File: src/rtl/mips_pkg.sv
// Shared fetch-path definitions for the MIPS pipeline.
// Default widths, reset PC and the prefetch entry layout.
package mips_pkg;

    localparam int XLEN = 32;

    localparam logic [XLEN-1:0] RESET_PC = '0;
    localparam logic [XLEN-1:0] PC_STEP  = 32'd4;

    typedef struct packed {
        logic [XLEN-1:0] pc_plus_step;
        logic [XLEN-1:0] instr;
    } fetch_entry_t;

endpackage

File: src/rtl/if_prefetch_stage_if.sv
// Fetch-stage bus bundle: redirect, instruction memory, ID handshake.
// master is the fetch stage, slave is the memory/ID side.
interface if_prefetch_stage_if #(
    parameter int XLEN = mips_pkg::XLEN
);

    logic            br_taken;
    logic [XLEN-1:0] br_addr;
    logic            imem_req;
    logic [XLEN-1:0] imem_addr;
    logic            imem_gnt;
    logic            imem_rvalid;
    logic [XLEN-1:0] imem_rdata;
    logic            out_valid;
    logic            out_ready;
    logic [XLEN-1:0] out_pc;
    logic [XLEN-1:0] out_instr;

    modport master (
        input  br_taken, br_addr,
        input  imem_gnt, imem_rvalid, imem_rdata,
        input  out_ready,
        output imem_req, imem_addr,
        output out_valid, out_pc, out_instr
    );

    modport slave (
        output br_taken, br_addr,
        output imem_gnt, imem_rvalid, imem_rdata,
        output out_ready,
        input  imem_req, imem_addr,
        input  out_valid, out_pc, out_instr
    );

endinterface

File: src/rtl/if_prefetch_stage_sync_fifo.sv
// Single-clock FIFO with flush; push while full is allowed
// when a pop happens in the same cycle.
module sync_fifo #(
    parameter int WIDTH = 32,
    parameter int DEPTH = 4
) (
    input  logic                     clk,
    input  logic                     rst,
    input  logic                     push,
    input  logic [WIDTH-1:0]         din,
    input  logic                     pop,
    input  logic                     flush,
    output logic [WIDTH-1:0]         dout,
    output logic [$clog2(DEPTH):0]   count,
    output logic                     full,
    output logic                     empty
);

    localparam int AW = $clog2(DEPTH);
    localparam int CW = AW + 1;
    localparam logic [CW-1:0] FULL_CNT = DEPTH[CW-1:0];

    logic [WIDTH-1:0] mem [DEPTH];
    logic [AW-1:0]    wr_ptr;
    logic [AW-1:0]    rd_ptr;
    logic             do_push;
    logic             do_pop;

    assign full    = (count == FULL_CNT);
    assign empty   = (count == '0);
    assign do_pop  = pop && !empty;
    assign do_push = push && (!full || do_pop);
    assign dout    = mem[rd_ptr];

    // Storage, pointers and occupancy; flush drops all entries.
    always_ff @(posedge clk or posedge rst) begin
        if (rst) begin
            wr_ptr <= '0;
            rd_ptr <= '0;
            count  <= '0;
            for (int i = 0; i < DEPTH; i++) begin
                mem[i] <= '0;
            end
        end else if (flush) begin
            wr_ptr <= '0;
            rd_ptr <= '0;
            count  <= '0;
        end else begin
            if (do_push) begin
                mem[wr_ptr] <= din;
                wr_ptr      <= wr_ptr + AW'(1);
            end
            if (do_pop) begin
                rd_ptr <= rd_ptr + AW'(1);
            end
            count <= count + CW'(do_push) - CW'(do_pop);
        end
    end

endmodule

File: src/rtl/if_prefetch_stage.sv
// Instruction fetch with credit-limited prefetch queue and
// redirect flush that drops responses still in flight.
module if_prefetch_stage #(
    parameter int              XLEN     = mips_pkg::XLEN,
    parameter int              DEPTH    = 4,
    parameter logic [XLEN-1:0] RESET_PC = XLEN'(mips_pkg::RESET_PC),
    parameter logic [XLEN-1:0] PC_STEP  = XLEN'(mips_pkg::PC_STEP)
) (
    input  logic                 clk,
    input  logic                 rst,
    if_prefetch_stage_if.master  bus
);

    localparam int CW = $clog2(DEPTH) + 1;
    localparam logic [CW:0] LIMIT = DEPTH[CW:0];

    logic [XLEN-1:0]   fetch_pc;
    logic [CW-1:0]     outstanding;
    logic [CW-1:0]     drop_cnt;
    logic [CW:0]       credit_used;
    logic              accept;
    logic              dropping;
    logic              q_push;
    logic              q_pop;
    logic [2*XLEN-1:0] q_din;
    logic [2*XLEN-1:0] q_dout;
    logic [CW-1:0]     q_count;
    logic              q_full;
    logic              q_empty;
    logic [XLEN-1:0]   af_dout;
    logic [CW-1:0]     af_count;
    logic              af_full;
    logic              af_empty;

    // Queued words plus words in flight never exceed the queue size,
    // so every response always has a slot waiting for it.
    assign credit_used   = {1'b0, q_count} + {1'b0, outstanding};
    assign bus.imem_req  = !rst && (credit_used < LIMIT) && !bus.br_taken;
    assign bus.imem_addr = fetch_pc;
    assign accept        = bus.imem_req && bus.imem_gnt;

    assign dropping = (drop_cnt != '0) || bus.br_taken;
    assign q_push   = bus.imem_rvalid && !dropping;
    assign q_pop    = !q_empty && bus.out_ready && !bus.br_taken;
    assign q_din    = {af_dout + PC_STEP, bus.imem_rdata};

    assign bus.out_valid = !q_empty;
    assign {bus.out_pc, bus.out_instr} = q_dout;

    sync_fifo #(
        .WIDTH (2*XLEN),
        .DEPTH (DEPTH)
    ) u_queue (
        .clk   (clk),
        .rst   (rst),
        .push  (q_push),
        .din   (q_din),
        .pop   (q_pop),
        .flush (bus.br_taken),
        .dout  (q_dout),
        .count (q_count),
        .full  (q_full),
        .empty (q_empty)
    );

    // Stale addresses are never flushed: each dropped response
    // pops its own address, keeping the pairing intact.
    sync_fifo #(
        .WIDTH (XLEN),
        .DEPTH (DEPTH)
    ) u_addr_fifo (
        .clk   (clk),
        .rst   (rst),
        .push  (accept),
        .din   (fetch_pc),
        .pop   (bus.imem_rvalid),
        .flush (1'b0),
        .dout  (af_dout),
        .count (af_count),
        .full  (af_full),
        .empty (af_empty)
    );

    // PC, in-flight count and number of responses left to discard.
    always_ff @(posedge clk or posedge rst) begin
        if (rst) begin
            fetch_pc    <= RESET_PC;
            outstanding <= '0;
            drop_cnt    <= '0;
        end else begin
            outstanding <= outstanding + CW'(accept)
                         - CW'(bus.imem_rvalid);
            if (bus.br_taken) begin
                fetch_pc <= bus.br_addr;
                drop_cnt <= outstanding - CW'(bus.imem_rvalid);
            end else begin
                if (accept) begin
                    fetch_pc <= fetch_pc + PC_STEP;
                end
                if (bus.imem_rvalid && drop_cnt != '0) begin
                    drop_cnt <= drop_cnt - CW'(1);
                end
            end
        end
    end

    // Simulation-only protocol and bookkeeping sanity checks.
    always_ff @(posedge clk) begin
        if (!rst) begin
            assert (!(bus.imem_rvalid && outstanding == '0))
                else $error("imem_rvalid with no request outstanding");
            assert (!(bus.imem_rvalid && af_empty))
                else $error("imem_rvalid with empty address fifo");
            assert (af_count == outstanding)
                else $error("address fifo out of step with outstanding");
            assert (!(accept && af_full))
                else $error("request accepted with full address fifo");
            assert (!(q_push && q_full && !q_pop))
                else $error("prefetch queue overflow");
        end
    end

endmodule

File: src/flat_wrapper.sv
// flat-port wrapper written by rule: the top's interface ports become plain ports
module if_prefetch_stage_flat 
#(
    parameter int              XLEN     = mips_pkg::XLEN,
    parameter int              DEPTH    = 4,
    parameter logic [XLEN-1:0] RESET_PC = XLEN'(mips_pkg::RESET_PC),
    parameter logic [XLEN-1:0] PC_STEP  = XLEN'(mips_pkg::PC_STEP)
)
  (clk, rst, bus_br_taken, bus_br_addr, bus_imem_gnt, bus_imem_rvalid, bus_imem_rdata, bus_out_ready, bus_imem_req, bus_imem_addr, bus_out_valid, bus_out_pc, bus_out_instr);
  if_prefetch_stage_if #(.XLEN(XLEN)) bus_i ();
  input  logic clk;
  input  logic rst;
  input wire logic [$bits(bus_i.br_taken)-1:0] bus_br_taken;
  input wire logic [$bits(bus_i.br_addr)-1:0] bus_br_addr;
  input wire logic [$bits(bus_i.imem_gnt)-1:0] bus_imem_gnt;
  input wire logic [$bits(bus_i.imem_rvalid)-1:0] bus_imem_rvalid;
  input wire logic [$bits(bus_i.imem_rdata)-1:0] bus_imem_rdata;
  input wire logic [$bits(bus_i.out_ready)-1:0] bus_out_ready;
  output wire logic [$bits(bus_i.imem_req)-1:0] bus_imem_req;
  output wire logic [$bits(bus_i.imem_addr)-1:0] bus_imem_addr;
  output wire logic [$bits(bus_i.out_valid)-1:0] bus_out_valid;
  output wire logic [$bits(bus_i.out_pc)-1:0] bus_out_pc;
  output wire logic [$bits(bus_i.out_instr)-1:0] bus_out_instr;
  assign bus_i.br_taken = bus_br_taken;
  assign bus_i.br_addr = bus_br_addr;
  assign bus_i.imem_gnt = bus_imem_gnt;
  assign bus_i.imem_rvalid = bus_imem_rvalid;
  assign bus_i.imem_rdata = bus_imem_rdata;
  assign bus_i.out_ready = bus_out_ready;
  assign bus_imem_req = bus_i.imem_req;
  assign bus_imem_addr = bus_i.imem_addr;
  assign bus_out_valid = bus_i.out_valid;
  assign bus_out_pc = bus_i.out_pc;
  assign bus_out_instr = bus_i.out_instr;
  if_prefetch_stage #(.XLEN(XLEN), .DEPTH(DEPTH), .RESET_PC(RESET_PC), .PC_STEP(PC_STEP)) u_core (.clk(clk), .rst(rst), .bus(bus_i));
endmodule
File: config.mk
export PLATFORM = sky130hd
export DESIGN_NAME = if_prefetch_stage_flat
export DESIGN_NICKNAME = d
export VERILOG_FILES = /design/src/rtl/mips_pkg.sv /design/src/rtl/if_prefetch_stage_if.sv /design/src/rtl/if_prefetch_stage_sync_fifo.sv /design/src/rtl/if_prefetch_stage.sv /design/src/flat_wrapper.sv
export SDC_FILE = /design/constraint.sdc
export NUM_CORES = 1
export LEC_CHECK = 0
export CAP_MARGIN = 25
export CORE_ASPECT_RATIO = 0.75
export CORE_MARGIN = 5
export CORE_UTILIZATION = 43
export CTS_BUF_LIST = sky130_fd_sc_hd__clkbuf_8 sky130_fd_sc_hd__clkbuf_16
export CTS_CLUSTER_DIAMETER = 150
export DETAILED_ROUTE_END_ITERATION = 10
export MAX_ROUTING_LAYER = met4
export PLACE_DENSITY = 0.61
export SETUP_SLACK_MARGIN = 0.02
export SLEW_MARGIN = 20
export SYNTH_ARGS = -nofsm -noshare
export SYNTH_HDL_FRONTEND = slang
export SYNTH_SLANG_ARGS = --single-unit
File: constraint.sdc
create_clock -name clk -period 25.9 [get_ports clk]
set_input_delay 2.59 -clock clk [delete_from_list [all_inputs] [get_ports clk]]
set_output_delay 2.59 -clock clk [all_outputs]
set_load 0.05 [all_outputs]
==> summary.txt, run 1 <==
Status
  – Status: completed

Logic synthesis
  – Seq/Total Area, Yosys: between 50% and 60%
  – Synthesized area per cell: 11.08 um2
  – Synthesized Nets: between 1500 and 2000
  – Number of synthesized flops with an enable pin: 0
  – Yosys Warn Count: 0
  – Synthesis-stage register bit count: 436
  – Library cells used by synthesis: 56
  – Synth area leader: dfrtp_1
  – Top_reg_cell synth: dfrtp_1
  – Post-synth top area share: a little over half
  – Syn Inst Count: about 1900
  – Mapped Area: approximately 21000 um2
  – Ys async rst share: 100.0%
  – Area contributors post-synth: dfrtp_1, mux4_2, nand2_1, mux2_2, o21ai_0

Worst setup path
  – Setup CP Type: in2out
  – Crit path from: rst
  – Setup crit end kind: output port
  – CP Buf/Inv Count: 2
  – Critical Path, Cell by Cell: clkdlybuf4s50_1 > nor4_1 > and3_1 > clkdlybuf4s50_1
  – Crit-path max FO: 2
  – Worst Path Required: about 23 ns
  – Max stage delay cell, worst path: clkdlybuf4s50_1
  – Most frequent CP cell: clkdlybuf4s50_1
  – Worst r2r src: u_core.u_addr_fifo.rd_ptr[1]
  – R2r setup slk: between 20 and 25 ns
  – Data arrival, critical path: 4.54 ns
  – Worst stage delay on the critical path: about 0.80 ns
  – Worst setup SP type: input port
  – CP top delay family: buffers and inverters

Timing
  – Fin crit period: between 7 and 8 ns
  – Clk_skew: between 0.015 and 0.02 ns
  – Setup TNS: 0 ns
  – Worst slew margin: roughly a third
  – RSZ-0062 raised after global routing: no
  – Hold slack final: approximately 0.47 ns
  – Slew Limit Fails: 0
  – Max Clock Freq: between 100 and 150 MHz
  – Final Hold Fails: 0
  – Final period util: between 20% and 30%
  – Worst-Margin Slew: 0.9865 ns
  – # setup viols final: 0

Clocking
  – Clock sinks: between 400 and 500
  – Post-cts sizing count: 0
  – TritonCTS clock tree: built
  – CTS clk-pin slew, worst paths: 0.06 ns
  – CTS buffer count: 45
  – H-tree depth reported by CTS: 2
  – CTS Hold Bufs: 0
  – Max clock buf depth: 3
  – Root Driver: clkbuf_16
  – # Post-CTS Setup Buffers: 0
  – Clock latency on the worst-skew pair: ~0.56 ns

Global route
  – Routing usage on met1: ~30%
  – Initial antenna violation count: 0
  – Most crowded layer after global routing: met2
  – First-pass GRT wire length: between 80 and 90 mm
  – Met3 Resource Use GR: roughly 3.3%
  – Vias in the first global route: ~15000
  – GRT Util Overall: 20.82%
  – Pin count of the biggest net entering global routing: around 180
  – Met2 track demand over resource: approximately a third
  – Grt total ovfl: 0

Cells and area
  – Ant. Diodes: 0
  – Final core utilization: between 50% and 60%
  – Fillers: ~4200
  – Synth-to-layout area growth: 18.26%
  – Layout cells sized above 1: between 10% and 20%
  – Final net count: between 2000 and 2500

Routing
  – Wirelength per Cell: 20.23 um
  – Initial detailed-routing violation count: 1104
  – DRC violations left: 0
  – Routed wire length: between 50 and 60 mm
  – Via Count: roughly 15000
  – Antenna-violating nets left: 0
  – Vias per Instance: ~5.6
  – Drt pass-1 iters: 5

Power
  – LEAKAGE: about 11 nW
  – Pwr dens: ~110 nW/um2
  – VDD IR-drop max: 0.05532 mV
  – Power Total: between 2 and 3 mW

Die
  – Initial Util: 43.43%
  – I/O pins: roughly 170
  – Num rows: 69
  – Core area: between 40000 and 50000 um2
  – Die area: ~52000 um2
  – Horizontal die dimension: between 200 and 300 um
  – DIE HEIGHT: between 150 and 200 um

Run
  – Max cap viols: 0

Hold path
  – Worst hold start: u_core.u_queue.mem[67]
  – Hold Crit Class: reg2reg

Placement
  – Final HPWL DP: about 33 mm
  – PortBufs: between 150 and 200
  – GP Congestion: about 0.79
==> kinds of logic after synthesis <==
logic type      count (synthesis)  synth area share [%]
simple gates                  774                 16.53
fa+ha+maj                      25                 1.632
xor+xnor                       33                 1.407
mux                           242                 18.51
compound gates                190                 5.705
flops                         436                 53.10
buf+inv                       155                 3.118
==> sequential cells by signal, indices dropped and copies added (netlist names), 3 cells and up <==
signal,count
u_core.bus.imem_addr,32
u_core.u_addr_fifo.count,3
u_core.outstanding,3
u_core.drop_cnt,3
u_core.u_addr_fifo.mem,128
u_core.u_queue.count,3
u_core.u_queue.mem,256
==> stage by stage <==
step | worst slack, ns | instance area, um2 | std cells
after floorplan | 11.16 | 20550 | 1855
after detailed placement | 18.76 | 22700 | 2555
final | 18.77 | 24300 | 2640
after CTS | 18.75 | 24200 | 2636
after global routing | 18.69 | 24300 | 2640
after global placement | 18.81 | 22700 | 2554
==> layout by cell type (no fill, tap or decap), types with 4 or more instances in the layout <==
cell	n
inv_1	35
buf_4	22
a221o_1	4
mux4_2	93
or4_1	28
and2_1	10
clkbuf_16	47
and3_1	10
or3_1	5
clkdlybuf4s50_1	166
nand3_1	45
nor2_1	52
xor2_1	18
clkinv_2	4
o211ai_1	23
ha_1	22
nor3_1	7
clkbuf_8	15
nand2_1	558
mux2_2	135
dfrtp_1	433
nand4_1	18
a21oi_1	7
nor4_1	10
nand3_2	4
o311ai_0	8
mux2i_1	11
and4_1	8
xnor2_1	15
a22oi_1	8
a31oi_1	37
o21ai_0	88
==> metal layers <==
metal	part of all wire, %	wire [um]	vias up
met5	0	0	-
met4	1.3	672	0
met3	5.9	3150	64
met2	47	24980	418
met1	46	24610	7608
li1	-	-	6732
==> final timing paths <==
check | end | cells past startpoint
max in group asynchronous | u_core.u_queue.mem[170] | 6
max | bus_imem_req | 4
max reg2reg | u_core.u_queue.mem[58] | 7
min | u_core.u_queue.mem[67] | 2
min in group asynchronous | u_core.u_queue.count[0] | 2
min reg2reg | u_core.u_queue.mem[67] | 2
==> layout make-up <==
| class | instances | area [um2] | area share [%] |
|---|---|---|---|
| clock buffers | 62 | 1383 | 5.690 |
| clock inverters | 19 | 111.4 | 0.4583 |
| inverters | 25 | 101.3 | 0.4171 |
| multi-input cells | 1264 | 9030 | 37.16 |
| flip-flops and latches | 436 | 10920 | 44.93 |
| well taps | 639 | 799.5 | 3.290 |
| repair buffers | 195 | 1958 | 8.058 |
==> cells in the mapped netlist (2+ instances only) <==
master    instances
or4_1            28
xnor2_1          15
a31oi_1          37
o211ai_1         23
nor3_1            7
nor4_1           10
mux2i_1          11
a221o_1           4
clkbuf_1         88
o31a_1            2
a22oi_1           8
mux2_2          135
buf_1            30
buf_2             7
or3_4             2
a41oi_1           2
o31ai_1           3
nand4_4           3
ha_1             22
inv_1            24
mux4_1            3
o311ai_0          8
or3_1             5
mux4_2           93
o21ai_0          88
a21oi_1           7
and4_1            8
and2_1           10
a211o_1           3
fa_1              3
dfrtp_1         436
nand2_1         558
xor2_1           18
nand4_1          18
and3_1           14
nand3_1          49
buf_8             2
nor2_1           52
a21o_1            2
==> worst register-to-register path, delay by kind of cell, from the launching register on <==
family,cells,cell delay [ns]
AND/OR/NAND/NOR,2,0.87
flip-flops,1,0.59
adder cells (fa/ha/maj),1,0.31
multiplexers,1,0.47
AO/OA/AOI/OAI,2,0.66
buffers and inverters,1,0.48
==> power breakdown <==
group          total, mW  switching (mW)  internal (mW)
logic              0.989           0.585          0.404
registers          0.970           0.120          0.849
clock network      0.649           0.269          0.380
total               2.61           0.975           1.63
Note: power is estimated with default switching activity, not from simulation.
==> run 2: changes to the inputs <==
==> constraint.sdc (replaced) <==
create_clock -name clk -period 7.21 [get_ports clk]
set_input_delay 0.721 -clock clk [delete_from_list [all_inputs] [get_ports clk]]
set_output_delay 0.721 -clock clk [all_outputs]
set_load 0.05 [all_outputs]
==> run 2 against run 1 <==
  * Die area did not move
  * Critical endpoint is now bus_out_pc[9]
  * Critical path type is now reg2out
  * Largest power group unchanged
  * Clock power rose to 3.8 times the previous value
  * Power rose to 3.6 times the previous value
  * Global-route usage rose by 0.51 points
  * Cell count about the same
  * Sequential power increased to 3.6 times the previous value
==> summary.txt, run 2 (synthesis gave the netlist of run 1 again) <==
Global route
  – Vias in the first global route: around 15000
  – Pin count of the biggest net entering global routing: about 190
  – First-pass GRT wire length: 87.07 mm
  – Grt total ovfl: 0
  – GRT Util Overall: between 20% and 30%
  – Initial antenna violation count: 0

Worst setup path
  – Crit-path max FO: 30
  – Worst Path Required: ~6.5 ns
  – Max stage delay cell, worst path: clkdlybuf4s50_1
  – Critical Path, Cell by Cell: buf_16 > buf_4 > mux4_2 > clkdlybuf4s50_1
  – Worst stage delay on the critical path: approximately 0.72 ns
  – Setup CP Type: reg2out
  – Setup crit end kind: output port
  – Data arrival, critical path: between 3 and 4 ns
  – Worst setup SP type: flip-flop

Timing
  – Final Hold Fails: 0
  – Max Clock Freq: about 250 MHz
  – Worst slew margin: between 30% and 40%
  – RSZ-0062 raised after global routing: no
  – Final period util: between 50% and 60%
  – Slew Limit Fails: 0
  – Worst-Margin Slew: around 1 ns
  – Clk_skew: ~0.019 ns
  – Fin crit period: just over 4 ns
  – # setup viols final: 0
  – Setup TNS: 0 ns

Cells and area
  – Ant. Diodes: 0
  – Commonest non-fill, non-tap cells in the layout: nand2_1, dfrtp_1, clkdlybuf4s50_1
  – Largest register FFs: around 260
  – Final net count: 2063
  – Layout cells sized above 1: between 10% and 20%
  – Final cell count without fillers: ~2600
  – Top reg by flops: u_core.u_queue.mem
  – Synth-to-layout area growth: 18.60%
  – Most common cell after layout, fill and taps aside: nand2_1

Placement
  – GP Congestion: just over 0.8
  – Total placed cells including tap cells: 2555
  – PortBufs: between 150 and 200
  – Final HPWL DP: roughly 35 mm

Routing
  – Wirelength per Cell: ~21 um
  – DRC violations left: 0
  – Initial detailed-routing violation count: roughly 1400
  – Antenna-violating nets left: 0
  – Drt pass-1 iters: 7
  – Vias per Instance: roughly 5.6
  – Via Count: approximately 15000
  – Routed wire length: around 54 mm

Clocking
  – H-tree depth reported by CTS: 2
  – Clock sinks: between 400 and 500
  – CTS clk-pin slew, worst paths: roughly 0.060 ns
  – Root Driver: clkbuf_16
  – Post-cts sizing count: 0
  – CTS buffer count: 46
  – # Post-CTS Setup Buffers: 0
  – Clock latency on the worst-skew pair: between 0.5 and 0.6 ns
  – TritonCTS clock tree: built
  – CTS Hold Bufs: 0
  – Max clock buf depth: 3

Run
  – Max cap viols: 0

Die
  – DIE HEIGHT: 199.3 um
  – Core area: 47310 um2
  – Num rows: slightly below 70
  – Horizontal die dimension: 262.4 um
  – Die area: roughly 52000 um2
  – I/O pins: about 170
  – Initial Util: a little over two fifths

Power
  – VDD IR-drop max: around 0.3 mV
  – Power Total: 9.515 mW
  – Pwr dens: between 300 and 400 nW/um2
  – LEAKAGE: roughly 11 nW

Hold path
  – Hold Crit Class: reg2reg

Status
  – Status: completed
[run 2: through the flow]
step	hold WS [ns]	worst slack [ns]	utilization, %	cell area (um2)
CTS	0.4725	2.851	51.28	24260
floorplan	0.4403	0.5997	-	20550
finish	0.4705	3.132	51.51	24370
global route	0.4880	2.941	51.51	24370
detailed placement	0.4571	3.263	48.00	22710
global placement	0.4517	3.230	48.00	22710
[run 2: path summary, 6_finish.rpt]
path / startpoint / endpoint / slack [ns] / depth (start not counted)
min reg2reg: u_core.u_queue.mem[4] / u_core.u_queue.mem[4] / 0.47 / 2
max in group asynchronous: rst / u_core.u_queue.mem[234] / 5.31 / 4
min: u_core.u_queue.mem[4] / u_core.u_queue.mem[4] / 0.47 / 2
min in group asynchronous: rst / u_core.u_addr_fifo.mem[87] / 0.56 / 2
max reg2reg: u_core.u_addr_fifo.rd_ptr[0] / u_core.u_queue.mem[253] / 3.72 / 6
max: u_core.u_queue.rd_ptr[0] / bus_out_pc[9] / 3.13 / 4
[run 2: worst max-delay path: cells and delay by family (launching register included)]
kind	cells	cell delay, ns
buf+inv	3	1.46
flops	1	0.71
mux	1	0.59
[run 2: power breakdown]
part           switching [mW]  internal (mW)  leakage, nW
clock network           0.986           1.46        0.809
logic                    2.13           1.45         4.57
registers               0.441           3.05         5.81
[run 2: layer usage]
metal	vias up	global-route usage [%]	share of wire, %	wire length (um)
met5	-	-	0	0
met4	0	4.220	1.6	859
met3	78	3.348	5.5	2969
met2	397	32.44	46	24820
met1	7538	30.99	47	25810
li1	6742	-	-	-
[run 2: cell type report]
cell class | instances | area [um2]
Clock buffer | 53 | 1259
Clock inverter | 29 | 291.5
Fill cell | 4241 | 22940
Inverter | 25 | 97.59
Multi-Input combinational cell | 1264 | 9031
Sequential cell | 436 | 10920
Tap cell | 639 | 799.5
Timing Repair Buffer | 195 | 1974
==> run 3: changes to the inputs <==
--- a/config.mk
+++ b/config.mk
@@ -13,7 +13,7 @@
 export CTS_CLUSTER_DIAMETER = 150
 export DETAILED_ROUTE_END_ITERATION = 10
 export MAX_ROUTING_LAYER = met4
-export PLACE_DENSITY = 0.61
+export PLACE_DENSITY = 0.63
 export SETUP_SLACK_MARGIN = 0.02
 export SLEW_MARGIN = 20
 export SYNTH_ARGS = -nofsm -noshare
==> constraint.sdc (replaced) <==
create_clock -name clk -period 3.5 [get_ports clk]
set_input_delay 0.35 -clock clk [delete_from_list [all_inputs] [get_ports clk]]
set_output_delay 0.35 -clock clk [all_outputs]
set_load 0.05 [all_outputs]
==> run 3 against run 2 <==
  * Cell area rose by 1.4%
  * Worst hold slack got worse by 0.33 ns
  * Clock skew increased by 0.014 ns
  * Critical path type unchanged
  * Die area is the same
  * Largest power group unchanged
  * Critical path depth fell by 1
  * Clock-buffer cell count increased by 3
==> summary.txt, run 3 (synthesis gave the netlist of run 1 again) <==
Placement
  – PortBufs: between 150 and 200
  – GP Congestion: between 0.8 and 0.9
  – Final HPWL DP: around 37 mm
  – Setup WS pre-CTS: 0.4646 ns
  – Total placed cells including tap cells: 2589

Timing
  – Slew Limit Fails: 0
  – Clk_skew: roughly 0.033 ns
  – Final period util: 93.45%
  – Max Clock Freq: ~310 MHz
  – Worst slew margin: 46.08%
  – Final Hold Fails: 0
  – Fin crit period: approximately 3.3 ns
  – Worst Setup Slack, final: ~0.23 ns
  – RSZ-0062 raised after global routing: no
  – # setup viols final: 0
  – Worst-Margin Slew: 0.8028 ns

Clocking
  – Post-cts sizing count: 0
  – Clock latency on the worst-skew pair: roughly 0.56 ns
  – CTS buffer count: 45
  – H-tree depth reported by CTS: 2
  – Root Driver: clkbuf_16
  – CTS clk-pin slew, worst paths: 0.06 ns
  – TritonCTS clock tree: built
  – Clock sinks: between 400 and 500
  – CTS Hold Bufs: 0
  – # Post-CTS Setup Buffers: 0
  – Max clock buf depth: 3

Worst setup path
  – CP Buf/Inv Count: 2
  – Max stage delay cell, worst path: clkdlybuf4s50_1
  – Critical Path, Cell by Cell: buf_4 > mux4_2 > clkdlybuf4s50_1
  – Setup CP Type: reg2out
  – Setup crit end kind: output port
  – Data arrival, critical path: 2.92 ns
  – CP top delay family: buffers and inverters
  – Worst Path Required: approximately 3.2 ns
  – Worst setup SP type: flip-flop
  – Crit-path max FO: 20
  – Worst stage delay on the critical path: 0.73 ns

Routing
  – DR WL met3: 2.842 mm
  – Antenna-violating nets left: 0
  – WL met1: ~25 mm
  – Drt pass-1 iters: 7
  – Routed wire length: between 50 and 60 mm
  – DRC violations left: 0
  – DR top layer: met4
  – Via Count: around 15000
  – Wirelength per Cell: 20.62 um
  – Initial detailed-routing violation count: 1142
  – Met2 wire len: 25.74 mm
  – Vias per Instance: about 5.6

Die
  – Die area: 52300 um2
  – Initial Util: a little over two fifths
  – Num rows: between 60 and 70
  – Core area: around 47000 um2
  – Horizontal die dimension: roughly 260 um
  – DIE HEIGHT: between 150 and 200 um
  – I/O pins: about 170

Global route
  – Pin count of the biggest net entering global routing: 56
  – First-pass GRT wire length: about 90 mm
  – Vias in the first global route: between 15000 and 20000
  – Grt total ovfl: 0
  – GRT Util Overall: between 20% and 30%
  – Initial antenna violation count: 0

Cells and area
  – Storage cell area: ~11000 um2
  – Commonest non-fill, non-tap cells in the layout: nand2_1, dfrtp_1, clkdlybuf4s50_1
  – Footprint of the multi-input gates: about 9000 um2
  – Largest register FFs: ~260
  – Fillers: just over 4000
  – Top reg by flops: u_core.u_queue.mem
  – Ant. Diodes: 0
  – Layout cells sized above 1: 18.85%
  – Final net count: ~2100
  – Final cell count without fillers: ~2700
  – Most common cell after layout, fill and taps aside: nand2_1
  – Synth-to-layout area growth: 20.24%
  – Final core utilization: 52.22%

Power
  – Pwr dens: 795.3 nW/um2
  – LEAKAGE: approximately 11 nW
  – Clock power frac: between 20% and 30%
  – Int Pwr: 12.27 mW
  – Combinational power share: 38.2%
  – Reg power frac: between 30% and 40%
  – Psw: roughly 7.4 mW
  – VDD IR-drop max: slightly above 0.6 mV
  – Sw Share: 37.54%

Hold path
  – Hold Crit Class: in2reg

Run
  – Max cap viols: 0

Status
  – Status: completed
[run 3: changes by cell type in the layout (fill, tap and decap cells not counted), moves of 3 or more]
cell / change
clkbuf_8: +5
buf_16: -3
buf_12: +17
inv_1: -5
buf_4: +16
[run 3: through the flow]
| step | TNS [ns] | hold WS (ns) | area (um2) | total power, mW |
|---|---|---|---|---|
| floorplan | -1194.34 | 0.4403 | 20550 | 12.36 |
| global placement | 0 | 0.4523 | 23190 | 14.68 |
| detailed placement | 0 | 0.4571 | 23190 | 14.88 |
| CTS | 0 | 0.1125 | 24710 | 19.84 |
| global route | 0 | 0.1303 | 24710 | 20.71 |
| finish | 0 | 0.1404 | 24710 | 19.65 |
[run 3: area by class of cell]
class,instances,share of cell area [%]
clock inverter,26,0.9774
timing repair buffer,225,9.520
tap,639,3.236
sequential,436,44.18
multi-input combinational,1264,36.52
inverter,25,0.3950
clock buffer,56,5.170
[run 3: routing by layer]
metal | up-vias | GRT usage (%)
met4 | 0 | 4.704
met1 | 7768 | 30.76
met5 | - | -
met3 | 74 | 3.459
li1 | 6781 | -
met2 | 401 | 33.18
[run 3: power by group through the flow]
stage	Combinational [mW]	Clock, mW	Sequential, mW
2_1_floorplan	5.33	0	7.02
3_3_place_gp	7.41	0	7.27
3_5_place_dp	7.57	0	7.31
4_1_cts	7.59	5.02	7.23
5_1_grt	8.06	5.25	7.40
6_report	7.51	4.90	7.24
[run 3: worst paths after layout]
path,from,slack [ns],end,cells past startpoint
max,u_core.u_queue.rd_ptr[0],0.23,bus_out_pc[23],3
min,bus_br_taken,0.14,u_core.drop_cnt[2],2
max reg2reg,u_core.u_addr_fifo.rd_ptr[0],0.46,u_core.u_queue.mem[250],7
min reg2reg,u_core.u_queue.mem[88],0.47,u_core.u_queue.mem[88],2
max in group asynchronous,rst,2.22,u_core.u_queue.mem[6],4
min in group asynchronous,rst,0.26,u_core.bus.imem_addr[27],2
